File: src/rtl/ifu_fetch.sv
// ifu_fetch: single-outstanding instruction fetch with held decode fields, retire count and sticky status flags
module ifu_fetch #(
  parameter logic [31:0] RESET_PC = 32'h8000_0000,
  parameter int          TIMEOUT  = 1024
) (
  input  logic        clk,
  input  logic        rst,
  output logic        imem_req_valid,
  output logic [31:0] imem_req_addr,
  input  logic        imem_req_ready,
  input  logic        imem_rsp_valid,
  input  logic [31:0] imem_rsp_data,
  input  logic        commit,
  input  logic [31:0] next_pc,
  input  logic        halt,
  output logic        inst_valid,
  output logic [31:0] inst,
  output logic [31:0] pc,
  output logic [6:0]  opcode,
  output logic [2:0]  funct3,
  output logic        funct7,
  output logic [4:0]  rs1,
  output logic [4:0]  rs2,
  output logic [4:0]  rd,
  output logic [63:0] instret,
  output logic        halted,
  output logic        fetch_err,
  output logic        misalign
);
  typedef enum logic [2:0] {S_REQ, S_WAIT, S_EXEC, S_HALT, S_ERR} state_e;
  localparam logic [15:0] TO_LAST = 16'(TIMEOUT - 1);
  state_e      state_q, state_d;
  logic [31:0] pc_q, pc_d, inst_q, inst_d;
  logic [63:0] instret_q, instret_d;
  logic [15:0] cnt_q, cnt_d;
  logic        halted_q, halted_d, fetch_err_q, fetch_err_d, misalign_q, misalign_d;
  always_ff @(posedge clk) begin
    if (rst) begin
      state_q     <= S_REQ;
      pc_q        <= RESET_PC;
      inst_q      <= 32'h0000_0013;
      instret_q   <= '0;
      cnt_q       <= '0;
      halted_q    <= 1'b0;
      fetch_err_q <= 1'b0;
      misalign_q  <= 1'b0;
    end else begin
      state_q     <= state_d;
      pc_q        <= pc_d;
      inst_q      <= inst_d;
      instret_q   <= instret_d;
      cnt_q       <= cnt_d;
      halted_q    <= halted_d;
      fetch_err_q <= fetch_err_d;
      misalign_q  <= misalign_d;
    end
  end
  always_comb begin
    state_d     = state_q;
    pc_d        = pc_q;
    inst_d      = inst_q;
    instret_d   = instret_q;
    cnt_d       = cnt_q;
    halted_d    = halted_q;
    fetch_err_d = fetch_err_q;
    misalign_d  = misalign_q;
    case (state_q)
      S_REQ: if (imem_req_ready) begin
        state_d = S_WAIT;
        cnt_d   = '0;
      end
      S_WAIT: begin
        cnt_d = cnt_q + 16'd1;
        // a response on the final timeout cycle still wins over the error
        if (imem_rsp_valid) begin
          inst_d  = imem_rsp_data;
          state_d = S_EXEC;
        end else if (cnt_q == TO_LAST) begin
          state_d     = S_ERR;
          fetch_err_d = 1'b1;
        end
      end
      S_EXEC: if (commit) begin
        pc_d       = {next_pc[31:2], 2'b00};
        misalign_d = misalign_q | (|next_pc[1:0]);
        instret_d  = instret_q + 64'd1;
        halted_d   = halted_q | halt;
        state_d    = halt ? S_HALT : S_REQ;
      end
      default: ;
    endcase
  end
  assign imem_req_valid = state_q == S_REQ;
  assign inst_valid     = state_q == S_EXEC;
  assign imem_req_addr  = pc_q;
  assign pc             = pc_q;
  assign inst           = inst_q;
  assign opcode         = inst_q[6:0];
  assign funct3         = inst_q[14:12];
  assign funct7         = inst_q[30];
  assign rs1            = inst_q[19:15];
  assign rs2            = inst_q[24:20];
  assign rd             = inst_q[11:7];
  assign instret        = instret_q;
  assign halted         = halted_q;
  assign fetch_err      = fetch_err_q;
  assign misalign       = misalign_q;
endmodule

File: config.mk
export PLATFORM = sky130hd
export DESIGN_NAME = ifu_fetch
export DESIGN_NICKNAME = d
export VERILOG_FILES = /design/src/rtl/ifu_fetch.sv
export SDC_FILE = /design/constraint.sdc
export NUM_CORES = 1
export LEC_CHECK = 0
export ABC_AREA = 1
export BUFFER_PORTS_ARGS = -buffer_cell sky130_fd_sc_hd__clkbuf_2
export CORE_AREA = 2 2 130 132
export CTS_BUF_LIST = sky130_fd_sc_hd__clkbuf_2
export CTS_CLUSTER_SIZE = 40
export DETAILED_ROUTE_END_ITERATION = 10
export DIE_AREA = 0 0 132 134
export PLACE_DENSITY = 0.83
export SYNTH_ARGS = -nofsm -noshare
export SYNTH_HDL_FRONTEND = slang
export SYNTH_SLANG_ARGS = --single-unit
File: constraint.sdc
create_clock -name clk -period 1.6 [get_ports clk]
set_clock_uncertainty 0.05 [all_clocks]
set_input_delay 0.08 -clock clk [delete_from_list [all_inputs] [get_ports clk]]
set_output_delay 0.08 -clock clk [all_outputs]
set_load 0.03 [all_outputs]
==> run_summary.xml, run 1 <==
<?xml version="1.0" encoding="UTF-8"?>
<metrics>
  <group name="outcome">
    <metric name="last-stage-reached" unit="">global routing (5_1_grt)</metric>
    <metric name="first-error" unit="">[ERROR GRT-0232] Routing congestion too high. Check the congestion heatmap in the GUI.</metric>
    <metric name="result_of_the_run" unit="">stopped before the end</metric>
  </group>
  <group name="yosys">
    <metric name="synth_area_per_cell" unit="µm²">6.673</metric>
    <metric name="syn_area" unit="µm²">7507</metric>
    <metric name="synth.distinct_cells" unit="">40</metric>
    <metric name="postSynthCellCount" unit="">1125</metric>
    <metric name="yosys_warnings" unit="">0</metric>
    <metric name="register_area_share_after_synthesis" unit="%">39.47</metric>
    <metric name="synth.ff_latch_count" unit="">148</metric>
  </group>
  <group name="cts">
    <metric name="clock_sink_count" unit="">148</metric>
    <metric name="cts_htree_levels" unit="">4</metric>
    <metric name="clockBufferDepth" unit="">2</metric>
    <metric name="buffer_cell_driving_the_clock_tree_root" unit="">clkbuf_2</metric>
    <metric name="numCtsBuffers" unit="">17</metric>
  </group>
  <group name="die">
    <metric name="ioPinCount" unit="">261</metric>
    <metric name="initial_utilization" unit="%">46.09</metric>
    <metric name="chipWidth" unit="µm">132</metric>
    <metric name="std_cell_rows" unit="">47</metric>
    <metric name="die_h" unit="µm">134</metric>
  </group>
  <group name="place">
    <metric name="pre_cts_setup_slack" unit="ps">-136.6</metric>
    <metric name="gpl.final_weighted_congestion" unit="">0.9827</metric>
    <metric name="place.detailed.instances" unit="">1609</metric>
    <metric name="detailedPlacementHpwl" unit="µm">18680</metric>
    <metric name="portBuffers" unit="">256</metric>
  </group>
  <group name="global_routing">
    <metric name="grt_overflow" unit="">14</metric>
    <metric name="pin_count_of_the_biggest_net_entering_global_routing" unit="">90</metric>
    <metric name="grt_use_total" unit="%">71.05</metric>
  </group>
  <group name="timing">
    <metric name="endpoint_type" unit="">output port</metric>
    <metric name="timing.grt.repair.worst_endpoint" unit="">imem_req_valid</metric>
  </group>
</metrics>
-- metrics by stage --
step	instance area [µm²]	TNS [ps]
after floorplan	7565	-13.02
after global placement	9295	-741.2
after detailed placement	9295	-1465
after CTS	11700	-551.4
-- kinds of logic after synthesis --
group / synth area share [%]
xor+xnor: 1.167
simple gates: 35.07
compound gates: 11.00
flops: 39.47
buf+inv: 12.92
other cells: 0.04995
fa+ha+maj: 0.3333
-- metal layers --
| metal | track usage, % | GRT overflow |
|---|---|---|
| met1 | 68.32 | 0 |
| met2 | 88.83 | 8 |
| met3 | 58.62 | 0 |
| met4 | 70.77 | 6 |
| met5 | 25.00 | 0 |
-- synth_stat cells, drive strengths merged --
| cell type | number | area (µm²) |
|---|---|---|
| nor3b | 4 | 35.03 |
| a31oi | 3 | 18.77 |
| o21a | 4 | 30.03 |
| o311a | 1 | 10.01 |
| a21oi | 110 | 550.5 |
| nor3 | 21 | 110.1 |
| nand3 | 55 | 302.8 |
| ha | 2 | 25.02 |
| o21ai | 34 | 170.2 |
| a211oi | 1 | 7.510 |
| dfxtp | 148 | 2963 |
| o211a | 1 | 10.01 |
| a2bb2oi | 1 | 8.760 |
| nand3b | 7 | 56.30 |
| xnor2 | 4 | 35.03 |
| clkbuf | 15 | 56.30 |
| xor2 | 6 | 52.55 |
| o21bai | 1 | 7.510 |
| o22ai | 2 | 12.51 |
| inv | 94 | 352.8 |
| nand2 | 337 | 1270 |
| and3 | 2 | 12.51 |
| conb | 1 | 3.750 |
| nor2 | 178 | 745.7 |
| and2 | 1 | 6.260 |
| nand4 | 15 | 93.84 |
| buf | 77 | 560.5 |
-- what timing repair did --
| action | 4_1_cts |
|---|---|
| hold endpoints to repair | 148 |
| setup endpoints to repair | 201 |
| hold buffers | 130 |
| gates resized for setup | 254 |
| pin swaps | 14 |
| buffers inserted | 27 |
==> run 2: changes to the inputs <==
- CORE_AREA: 2 2 130 132 -> 2 2 140 142
- CTS_BUF_LIST: sky130_fd_sc_hd__clkbuf_2 -> not set
- CTS_CLUSTER_SIZE: 40 -> not set
- DIE_AREA: 0 0 132 134 -> 0 0 142 144
- PLACE_DENSITY: 0.83 -> not set
- PLACE_DENSITY_LB_ADDON: not set -> 0.15
- clock period: 1.6 -> 2.1 ns (I/O delays scaled with it)
==> run_summary.xml, run 2 <==
<?xml version="1.0" encoding="UTF-8"?>
<metrics>
  <group name="yosys">
    <metric name="synth_area_leaders" unit="">dfxtp_1 (39%), nand2_1 (17%), nor2_1 (8.1%), a21oi_1 (7.3%), buf_4 (6.7%)</metric>
    <metric name="cell_accounting_for_the_most_synthesized_area" unit="">dfxtp_1</metric>
    <metric name="register_area_share_after_synthesis" unit="%">39.47</metric>
    <metric name="synth_edf_count" unit="">0</metric>
    <metric name="syn_area" unit="µm²">7507</metric>
    <metric name="synth.ff_latch_count" unit="">148</metric>
    <metric name="async_reset_ff_share" unit="%">0</metric>
    <metric name="post-synth-top-count-cell" unit="">nand2_1</metric>
    <metric name="synth.distinct_cells" unit="">40</metric>
    <metric name="synth_flop_cell" unit="">dfxtp_1</metric>
    <metric name="synth_area_per_cell" unit="µm²">6.673</metric>
    <metric name="yosys_warnings" unit="">0</metric>
    <metric name="most_instantiated_cells_after_synthesis" unit="">nand2_1 (335), nor2_1 (161), dfxtp_1 (148)</metric>
    <metric name="postSynthCellCount" unit="">1125</metric>
    <metric name="post-synth-top-area-fraction" unit="%">39.47</metric>
  </group>
  <group name="cts">
    <metric name="clock_sink_count" unit="">148</metric>
    <metric name="clockBufferDepth" unit="">2</metric>
    <metric name="clk_latency" unit="ps">430</metric>
    <metric name="tritoncts_clock_tree" unit="">yes</metric>
    <metric name="cts_htree_levels" unit="">4</metric>
    <metric name="clk_pin_slew" unit="ps">70</metric>
    <metric name="numCtsBuffers" unit="">17</metric>
    <metric name="buffer_cell_driving_the_clock_tree_root" unit="">clkbuf_16</metric>
  </group>
  <group name="timing">
    <metric name="worstMarginPinSlew" unit="ps">682.7</metric>
    <metric name="timing.final.crit_share" unit="%">88.46</metric>
    <metric name="slew_headroom" unit="%">54.49</metric>
    <metric name="rsz0062_at_grt" unit="">no</metric>
    <metric name="report.final.setup_viol" unit="">0</metric>
    <metric name="totalNegativeSetupSlack" unit="ps">0</metric>
    <metric name="fmax" unit="MHz">538.3</metric>
    <metric name="layout_min_cycle_time" unit="ps">1858</metric>
    <metric name="timing.final.hold_violations" unit="">0</metric>
    <metric name="timing_max_transition_violations_final" unit="">0</metric>
  </group>
  <group name="setup_path">
    <metric name="regToRegEndpoint" unit="">instret[50]</metric>
    <metric name="r2r.worst_path.cells" unit="">8</metric>
    <metric name="setup.worst_path.end_class" unit="">flop</metric>
    <metric name="crit_path_cell_trace" unit="">ha_1 &gt; inv_1 &gt; nor2_4 &gt; nand3_1 &gt; nor3_1 &gt; nand4_1 &gt; nand2_1 &gt; nor2_1</metric>
    <metric name="path_class" unit="">flop to flop</metric>
    <metric name="worst_ep_arrival_time" unit="ps">2130</metric>
    <metric name="rrSetupSlack" unit="ps">240</metric>
    <metric name="worst_path_largest_cell_delay" unit="ps">460</metric>
    <metric name="critical_path_peak_fanout" unit="">5</metric>
    <metric name="cp_slowest_cell" unit="">nor3_1</metric>
    <metric name="timing.critical_path.required" unit="ps">2370</metric>
    <metric name="r2r_start" unit="">instret[0]</metric>
    <metric name="critPathLaunchType" unit="">flop</metric>
  </group>
  <group name="global_routing">
    <metric name="via_count_of_the_first_global_routing_pass" unit="">7123</metric>
    <metric name="grt_met2_use" unit="%">34.78</metric>
    <metric name="grt_util_met1" unit="%">33.38</metric>
    <metric name="grt_overflow" unit="">0</metric>
    <metric name="most_utilized_layer_in_the_global_route_result" unit="">met2</metric>
    <metric name="first_pass_grt_wire_length" unit="µm">37290</metric>
    <metric name="use_met3" unit="%">5.232</metric>
    <metric name="grt_antenna_before_repair" unit="">0</metric>
    <metric name="pin_count_of_the_biggest_net_entering_global_routing" unit="">63</metric>
    <metric name="grt_use_total" unit="%">23.23</metric>
  </group>
  <group name="outcome">
    <metric name="result_of_the_run" unit="">completed</metric>
  </group>
  <group name="power_and_ir_drop">
    <metric name="power.density_cell_area" unit="nW/µm²">859.3</metric>
    <metric name="internal_power" unit="mW">5.453</metric>
    <metric name="totalPowerFinal" unit="mW">8.545</metric>
    <metric name="combinational_power_share" unit="%">24.9</metric>
    <metric name="static-leakage-power" unit="nW">4.236</metric>
    <metric name="power.switching_fraction" unit="%">36.19</metric>
    <metric name="irDropWorstVdd" unit="mV">0.6382</metric>
    <metric name="clockPowerShare" unit="%">37.7</metric>
    <metric name="switching_power" unit="mW">3.093</metric>
    <metric name="power.share.sequential" unit="%">37.4</metric>
  </group>
  <group name="routing">
    <metric name="dr.pass1.iters" unit="">7</metric>
    <metric name="drt_first_iter_violations" unit="">582</metric>
    <metric name="remaining_drc_errors" unit="">0</metric>
    <metric name="post_drt_wl_per_cell" unit="µm">14.79</metric>
    <metric name="wirelength" unit="µm">24400</metric>
    <metric name="viasPerCell" unit="">4.847</metric>
    <metric name="drt.antenna.violating_nets" unit="">0</metric>
    <metric name="route.vias.total" unit="">7998</metric>
  </group>
  <group name="die">
    <metric name="ioPinCount" unit="">261</metric>
    <metric name="placeableCoreArea" unit="µm²">19080</metric>
    <metric name="std_cell_rows" unit="">51</metric>
    <metric name="initial_utilization" unit="%">39.35</metric>
    <metric name="floorplan.die_area" unit="µm²">20450</metric>
    <metric name="die_h" unit="µm">144</metric>
    <metric name="chipWidth" unit="µm">142</metric>
  </group>
  <group name="hold_path">
    <metric name="hold_path_end" unit="">inst[1]</metric>
    <metric name="hold_path_startpoint" unit="">rst</metric>
    <metric name="holdPathStages" unit="">3</metric>
    <metric name="hp-class" unit="">primary input to flop</metric>
  </group>
  <group name="cells_and_area">
    <metric name="mostFrequentLayoutCells" unit="">nand2_1 (335), clkbuf_2 (255), nor2_1 (160), dfxtp_1 (148), a21oi_1 (110)</metric>
    <metric name="n_antenna_cell" unit="">0</metric>
    <metric name="multiInputGateArea" unit="µm²">3593</metric>
    <metric name="largest_register_ff_count" unit="">64</metric>
    <metric name="fillCellCount" unit="">1901</metric>
    <metric name="most_common_cell_after_layout_fill_and_taps_aside" unit="">nand2_1</metric>
    <metric name="finish.net_count" unit="">1471</metric>
    <metric name="layout-drive-gt1-share" unit="%">24.43</metric>
    <metric name="area_delta_synth_final" unit="%">32.47</metric>
    <metric name="register_area" unit="µm²">2963</metric>
  </group>
  <group name="place">
    <metric name="detailedPlacementHpwl" unit="µm">18170</metric>
    <metric name="portBuffers" unit="">256</metric>
    <metric name="gpl.final_weighted_congestion" unit="">0.9146</metric>
  </group>
  <group name="job">
    <metric name="timing.max_cap.violations" unit="">0</metric>
  </group>
</metrics>
==> run 2: power groups by stage <==
stage	sequential (mW)	combinational, mW	clock, mW
2_1_floorplan	3.55	1.29	0
3_3_place_gp	3.25	2.02	0
3_5_place_dp	3.26	2.02	0
4_1_cts	3.19	2.13	3.27
5_1_grt	3.22	2.32	3.39
6_report	3.20	2.13	3.22
==> run 2: worst max-delay path: cells and delay by family (launching register included) <==
kind	cells	cell delay, ps
fa+ha+maj	1	160
buf+inv	1	70
flops	1	400
simple gates	6	1050
==> run 2: final cells by class <==
type,instances,share of cell area [%]
Timing Repair Buffer,344,21.34
Tap cell,238,2.994
Clock inverter,15,1.912
Multi-Input combinational cell,794,36.13
Clock buffer,17,4.278
Sequential cell,148,29.79
Inverter,94,3.548
==> run 2: per-stage QoR <==
stage / setup slack (ps) / util [%] / instances / hold WS [ps] / instance area, µm²
6_report: 242.3 / 52.12 / 1650 / 12.32 / 9945
5_1_grt: 26.85 / 52.12 / 1650 / 34.36 / 9945
4_1_cts: 222.4 / 52.08 / 1650 / 24.34 / 9937
3_5_place_dp: 246.5 / 45.39 / 1552 / 262.4 / 8661
3_3_place_gp: 263.5 / 45.39 / 1552 / 258.2 / 8661
2_1_floorplan: 265.7 / - / 1128 / 168.2 / 7518
==> run 2: worst max path at each step <==
| stage | depth (start not counted) | slack [ps] | start | endpoint |
|---|---|---|---|---|
| after floorplan | 10 | 270 | instret[1] | instret[52] |
| after global placement | 9 | 260 | instret[18] | instret[41] |
| after detailed placement | 9 | 250 | instret[23] | instret[41] |
| after CTS | 9 | 220 | instret[23] | instret[41] |
| after global routing | 8 | 30 | instret[1] | instret[34] |
| final | 8 | 240 | instret[0] | instret[50] |
==> run 2: cell families after synthesis <==
logic type	count (synthesis)	synth area share [%]
AND/OR/NAND/NOR	620	35.07
flip-flops	148	39.47
buffers and inverters	186	12.92
AO/OA/AOI/OAI	158	11.00
other	1	0.04995
adder cells (fa/ha/maj)	2	0.3333
XOR/XNOR	10	1.167
==> run 2: layer usage <==
| metal | vias up | wire [µm] |
|---|---|---|
| met5 | - | 0 |
| met4 | 0 | 354 |
| met3 | 28 | 1484 |
| met2 | 248 | 10930 |
| met1 | 3643 | 11630 |
| li1 | 4079 | - |
==> run 2: timing repair <==
item / 4_1_cts / 5_1_grt
hold buffers: 66 / 0
hold endpoints to repair: 66 / 0
setup endpoints to repair: 0 / 1
gates resized for setup: 0 / 2
setup buffers: 0 / 0
(Power assumes the default switching activity.)
==> run 3: changes to the inputs <==
- CTS_BUF_LIST: not set -> sky130_fd_sc_hd__clkbuf_4
- MAX_ROUTING_LAYER: not set -> met4
==> run_summary.xml, run 3 (synthesized netlist as in run 2, its figures left out) <==
<?xml version="1.0" encoding="UTF-8"?>
<metrics>
  <group name="die">
    <metric name="floorplan.die_area" unit="µm²">20450</metric>
    <metric name="placeableCoreArea" unit="µm²">19080</metric>
    <metric name="std_cell_rows" unit="">51</metric>
    <metric name="die_h" unit="µm">144</metric>
    <metric name="chipWidth" unit="µm">142</metric>
    <metric name="initial_utilization" unit="%">39.35</metric>
    <metric name="ioPinCount" unit="">261</metric>
  </group>
  <group name="timing">
    <metric name="slew_headroom" unit="%">60.39</metric>
    <metric name="timing.final.crit_share" unit="%">89.99</metric>
    <metric name="layout_setup_ws" unit="ps">210.1</metric>
    <metric name="totalNegativeSetupSlack" unit="ps">0</metric>
    <metric name="rsz0062_at_grt" unit="">no</metric>
    <metric name="whs" unit="ps">46.02</metric>
    <metric name="timing_max_transition_violations_final" unit="">0</metric>
    <metric name="worstMarginPinSlew" unit="ps">593.3</metric>
    <metric name="fmax" unit="MHz">529.1</metric>
    <metric name="timing.final.hold_violations" unit="">0</metric>
    <metric name="layout_min_cycle_time" unit="ps">1890</metric>
    <metric name="report.final.setup_viol" unit="">0</metric>
  </group>
  <group name="setup_path">
    <metric name="path_class" unit="">flop to flop</metric>
    <metric name="critPathLaunchType" unit="">flop</metric>
    <metric name="setup.worst_path.end_class" unit="">flop</metric>
    <metric name="critical_path_peak_fanout" unit="">5</metric>
    <metric name="timing.critical_path.required" unit="ps">2550</metric>
    <metric name="worst_ep_arrival_time" unit="ps">2340</metric>
  </group>
  <group name="cells_and_area">
    <metric name="most_common_cell_after_layout_fill_and_taps_aside" unit="">nand2_1</metric>
    <metric name="layout-drive-gt1-share" unit="%">24.10</metric>
    <metric name="finish.net_count" unit="">1470</metric>
    <metric name="area_delta_synth_final" unit="%">28.33</metric>
    <metric name="largest_register_ff_count" unit="">64</metric>
    <metric name="mostFrequentLayoutCells" unit="">nand2_1 (335), clkbuf_2 (255), nor2_1 (161), dfxtp_1 (148), a21oi_1 (110)</metric>
  </group>
  <group name="global_routing">
    <metric name="grt_antenna_before_repair" unit="">1</metric>
    <metric name="grt_overflow" unit="">0</metric>
    <metric name="grt_use_total" unit="%">23.89</metric>
    <metric name="pin_count_of_the_biggest_net_entering_global_routing" unit="">90</metric>
    <metric name="via_count_of_the_first_global_routing_pass" unit="">7003</metric>
    <metric name="first_pass_grt_wire_length" unit="µm">37220</metric>
  </group>
  <group name="routing">
    <metric name="wirelength" unit="µm">24640</metric>
    <metric name="remaining_drc_errors" unit="">0</metric>
    <metric name="route.vias.total" unit="">8045</metric>
    <metric name="dr.pass1.iters" unit="">5</metric>
    <metric name="post_drt_wl_per_cell" unit="µm">14.92</metric>
    <metric name="viasPerCell" unit="">4.873</metric>
    <metric name="drt_first_iter_violations" unit="">733</metric>
    <metric name="drt.antenna.violating_nets" unit="">0</metric>
  </group>
  <group name="cts">
    <metric name="clk_pin_slew" unit="ps">140</metric>
    <metric name="tritoncts_clock_tree" unit="">yes</metric>
    <metric name="clk_latency" unit="ps">550</metric>
    <metric name="cts_htree_levels" unit="">4</metric>
    <metric name="clock_sink_count" unit="">148</metric>
    <metric name="numCtsBuffers" unit="">17</metric>
    <metric name="buffer_cell_driving_the_clock_tree_root" unit="">clkbuf_4</metric>
    <metric name="clockBufferDepth" unit="">2</metric>
    <metric name="postCtsSetupBuffers" unit="">0</metric>
  </group>
  <group name="power_and_ir_drop">
    <metric name="static-leakage-power" unit="nW">4.079</metric>
    <metric name="power.density_cell_area" unit="nW/µm²">753.0</metric>
    <metric name="irDropWorstVdd" unit="mV">0.4690</metric>
    <metric name="totalPowerFinal" unit="mW">7.254</metric>
  </group>
  <group name="place">
    <metric name="detailedPlacementHpwl" unit="µm">17960</metric>
    <metric name="gpl.final_weighted_congestion" unit="">0.9669</metric>
    <metric name="portBuffers" unit="">256</metric>
    <metric name="pre_cts_setup_slack" unit="ps">237.9</metric>
  </group>
  <group name="hold_path">
    <metric name="hp-class" unit="">primary input to flop</metric>
  </group>
  <group name="outcome">
    <metric name="result_of_the_run" unit="">completed</metric>
  </group>
  <group name="job">
    <metric name="timing.max_cap.violations" unit="">0</metric>
  </group>
</metrics>
==> run 3: cell types whose count changed in the layout (fill, tap and decap cells not counted), moves of 3 or more <==
cell        change
clkbuf_16      -17
clkbuf_4       +19
buf_4           -4
inv_8           -4
clkinvlp_4      +3
==> run 3: metrics by stage <==
| stage | instance area [µm²] | util [%] | std cells |
|---|---|---|---|
| floorplan | 7518 | - | 1128 |
| global placement | 8651 | 45.34 | 1549 |
| detailed placement | 8651 | 45.34 | 1549 |
| CTS | 9624 | 50.44 | 1649 |
| global route | 9634 | 50.50 | 1651 |
| finish | 9634 | 50.50 | 1651 |
==> run 3: cell type report <==
class | count | area, µm²
Clock buffer | 19 | 142.6
Multi-Input combinational cell | 794 | 3591
Clock inverter | 13 | 150.1
Antenna cell | 2 | 5.005
Tap cell | 238 | 297.8
Timing Repair Buffer | 343 | 2132
Sequential cell | 148 | 2963
Inverter | 94 | 352.8
Fill cell | 1931 | 9445
==> run 3: worst max-delay path, cell delays in order, from the launching register on <==
cell and delay [ps]:
dfxtp_1 500, nand2_1 110, nor2_1 220, nand2_1 150
nor2_1 260, nand2_1 140, nor2_2 160, nand2_1 70
nand2_1 60, inv_1 40, nor2_1 80
==> run 3: what timing repair did <==
item                                    in CTS  in global routing
resized for setup                            0                  1
endpoints found under the setup margin       0                  1
hold endpoints to repair                    79                  0
hold buffers                                68                  0
==> run 3: power by group <==
group          leakage [nW]  internal [mW]  switching, mW
sequential             1.20           3.01          0.194
clock                 0.150          0.755           1.17
combinational          2.73          0.628           1.50
==> run 3: worst paths after layout <==
| path | endpoint | startpoint | cells after the start | slack [ps] |
|---|---|---|---|---|
| max | instret[58] | instret[15] | 10 | 210 |
| min | instret[6] | commit | 4 | 50 |
| max reg2reg | instret[58] | instret[15] | 10 | 210 |
| min reg2reg | halted | halted | 2 | 420 |
==> run 3: metal layers <==
metal | GRT usage (%) | vias to the layer above | routed length (µm)
met1 | 34.41 | 3674 | 11750
met5 | - | - | 0
met4 | 6.526 | 0 | 370
li1 | - | 4080 | -
met3 | 4.570 | 28 | 1495
met2 | 34.15 | 263 | 11020
==> run 4: changes to the inputs <==
- MAX_ROUTING_LAYER: met4 -> not set
- SKIP_LAST_GASP: not set -> 1
==> run_summary.xml, run 4 (synthesized netlist as in run 2, its figures left out) <==
<?xml version="1.0" encoding="UTF-8"?>
<metrics>
  <group name="timing">
    <metric name="timing_max_transition_violations_final" unit="">0</metric>
    <metric name="timing.final.crit_share" unit="%">90.30</metric>
    <metric name="layout_setup_ws" unit="ps">203.7</metric>
    <metric name="fmax" unit="MHz">527.4</metric>
    <metric name="rsz0062_at_grt" unit="">no</metric>
    <metric name="layout_min_cycle_time" unit="ps">1896</metric>
    <metric name="timing.final.hold_violations" unit="">0</metric>
    <metric name="totalNegativeSetupSlack" unit="ps">0</metric>
    <metric name="slew_headroom" unit="%">54.43</metric>
    <metric name="whs" unit="ps">47.04</metric>
    <metric name="worstMarginPinSlew" unit="ps">683.6</metric>
    <metric name="report.final.setup_viol" unit="">0</metric>
  </group>
  <group name="hold_path">
    <metric name="holdPathStages" unit="">4</metric>
    <metric name="hp-class" unit="">primary input to flop</metric>
  </group>
  <group name="cts">
    <metric name="numCtsBuffers" unit="">17</metric>
    <metric name="clock_sink_count" unit="">148</metric>
    <metric name="cts_htree_levels" unit="">4</metric>
    <metric name="tritoncts_clock_tree" unit="">yes</metric>
    <metric name="clk_pin_slew" unit="ps">150</metric>
    <metric name="buffer_cell_driving_the_clock_tree_root" unit="">clkbuf_4</metric>
    <metric name="clk_latency" unit="ps">570</metric>
    <metric name="clockBufferDepth" unit="">2</metric>
  </group>
  <group name="place">
    <metric name="detailedPlacementHpwl" unit="µm">18170</metric>
    <metric name="portBuffers" unit="">256</metric>
    <metric name="placed_area" unit="µm²">8661</metric>
    <metric name="gpl.final_weighted_congestion" unit="">0.9146</metric>
    <metric name="pre_cts_setup_slack" unit="ps">246.5</metric>
    <metric name="place.detailed.instances" unit="">1552</metric>
  </group>
  <group name="cells_and_area">
    <metric name="finish.net_count" unit="">1473</metric>
    <metric name="most_common_cell_after_layout_fill_and_taps_aside" unit="">nand2_1</metric>
    <metric name="layout-drive-gt1-share" unit="%">24.47</metric>
    <metric name="mostFrequentLayoutCells" unit="">nand2_1 (335), clkbuf_2 (255), nor2_1 (160), dfxtp_1 (148), a21oi_1 (110)</metric>
    <metric name="largest_register_ff_count" unit="">64</metric>
    <metric name="area_delta_synth_final" unit="%">28.90</metric>
    <metric name="finish.cell_count_without_fillers" unit="">1654</metric>
    <metric name="final_area" unit="µm²">9677</metric>
  </group>
  <group name="global_routing">
    <metric name="pin_count_of_the_biggest_net_entering_global_routing" unit="">63</metric>
    <metric name="grt_overflow" unit="">0</metric>
    <metric name="grt_antenna_before_repair" unit="">1</metric>
    <metric name="first_pass_grt_wire_length" unit="µm">37180</metric>
    <metric name="via_count_of_the_first_global_routing_pass" unit="">7123</metric>
    <metric name="grt_use_total" unit="%">23.12</metric>
  </group>
  <group name="outcome">
    <metric name="result_of_the_run" unit="">completed</metric>
  </group>
  <group name="routing">
    <metric name="viasPerCell" unit="">4.855</metric>
    <metric name="dr.pass1.iters" unit="">7</metric>
    <metric name="drt.antenna.violating_nets" unit="">0</metric>
    <metric name="route.vias.total" unit="">8030</metric>
    <metric name="wirelength" unit="µm">24420</metric>
    <metric name="drt_first_iter_violations" unit="">551</metric>
    <metric name="remaining_drc_errors" unit="">0</metric>
    <metric name="post_drt_wl_per_cell" unit="µm">14.76</metric>
  </group>
  <group name="setup_path">
    <metric name="setup.worst_path.end_class" unit="">flop</metric>
    <metric name="critical_path_peak_fanout" unit="">5</metric>
    <metric name="timing.critical_path.required" unit="ps">2560</metric>
    <metric name="r2r.worst_path.cells" unit="">11</metric>
    <metric name="critPathLaunchType" unit="">flop</metric>
    <metric name="path_class" unit="">flop to flop</metric>
    <metric name="worst_ep_arrival_time" unit="ps">2360</metric>
  </group>
  <group name="power_and_ir_drop">
    <metric name="static-leakage-power" unit="nW">4.113</metric>
    <metric name="irDropWorstVdd" unit="mV">0.6752</metric>
    <metric name="power.density_cell_area" unit="nW/µm²">759.2</metric>
  </group>
  <group name="die">
    <metric name="std_cell_rows" unit="">51</metric>
    <metric name="ioPinCount" unit="">261</metric>
    <metric name="floorplan.die_area" unit="µm²">20450</metric>
    <metric name="initial_utilization" unit="%">39.35</metric>
    <metric name="chipWidth" unit="µm">142</metric>
    <metric name="die_h" unit="µm">144</metric>
    <metric name="placeableCoreArea" unit="µm²">19080</metric>
  </group>
  <group name="job">
    <metric name="timing.max_cap.violations" unit="">0</metric>
  </group>
</metrics>
==> run 4: cell count changes in the layout (fill, tap and decap cells not counted), moves of 2 or more <==
cell	delta
inv_6	-2
clkinvlp_4	-3
clkinv_4	+2
clkbuf_4	-2
buf_4	+4
inv_8	+4
==> run 4: worst paths after layout <==
path         slack, ps          end        from
min                 50   instret[1]      commit
max reg2reg        200  instret[58]  instret[1]
max                200  instret[58]  instret[1]
min reg2reg        410       halted      halted
==> run 4: stage by stage <==
stage / total power, mW / utilization, %
2_1_floorplan: 4.845 / -
3_3_place_gp: 5.273 / 45.39
3_5_place_dp: 5.278 / 45.39
4_1_cts: 7.400 / 50.63
5_1_grt: 7.721 / 50.72
6_report: 7.346 / 50.72
==> run 4: worst max-delay path, cell delays in order (launching register included) <==
cell     delay [ps]
dfxtp_1         430
ha_1            170
inv_1            70
nor2_4          170
nand3_1         150
nor2_1          270
nand2_1         150
nor2_2          150
nand2_1          60
nand2_1          60
inv_1            30
nor2_1           80
==> run 4: timing repair <==
item / CTS / global route
setup endpoints to repair: 0 / 2
hold endpoints to repair: 88 / 0
resized for setup: 0 / 3
hold buffers: 68 / 0
buffers inserted: 0 / 0
==> run 4: report_power, final <==
| part | total (mW) | switching [mW] | internal [mW] | leakage (nW) |
|---|---|---|---|---|
| logic | 2.13 | 1.50 | 0.632 | 2.74 |
| registers | 3.20 | 0.192 | 3.01 | 1.20 |
| clock network | 2.01 | 1.24 | 0.768 | 0.173 |
==> run 4: area by class of cell <==
cell class | count | area (µm²)
fillers | 1953 | 9403
multi-input cells | 794 | 3598
flip-flops and latches | 148 | 2963
repair buffers | 346 | 2142
inverters | 94 | 352.8
well taps | 238 | 297.8
clock inverters | 15 | 190.2
clock buffers | 17 | 127.6
diodes | 2 | 5.005
==> run 4: per-layer routing <==
layer  vias up  track usage [%]  routed length (µm)
li1       4083                -                   -
met1      3645            33.24               11610
met2       268            34.78               10860
met3        34            5.563                1571
met4         0            5.789                 376
met5         -                0                   0
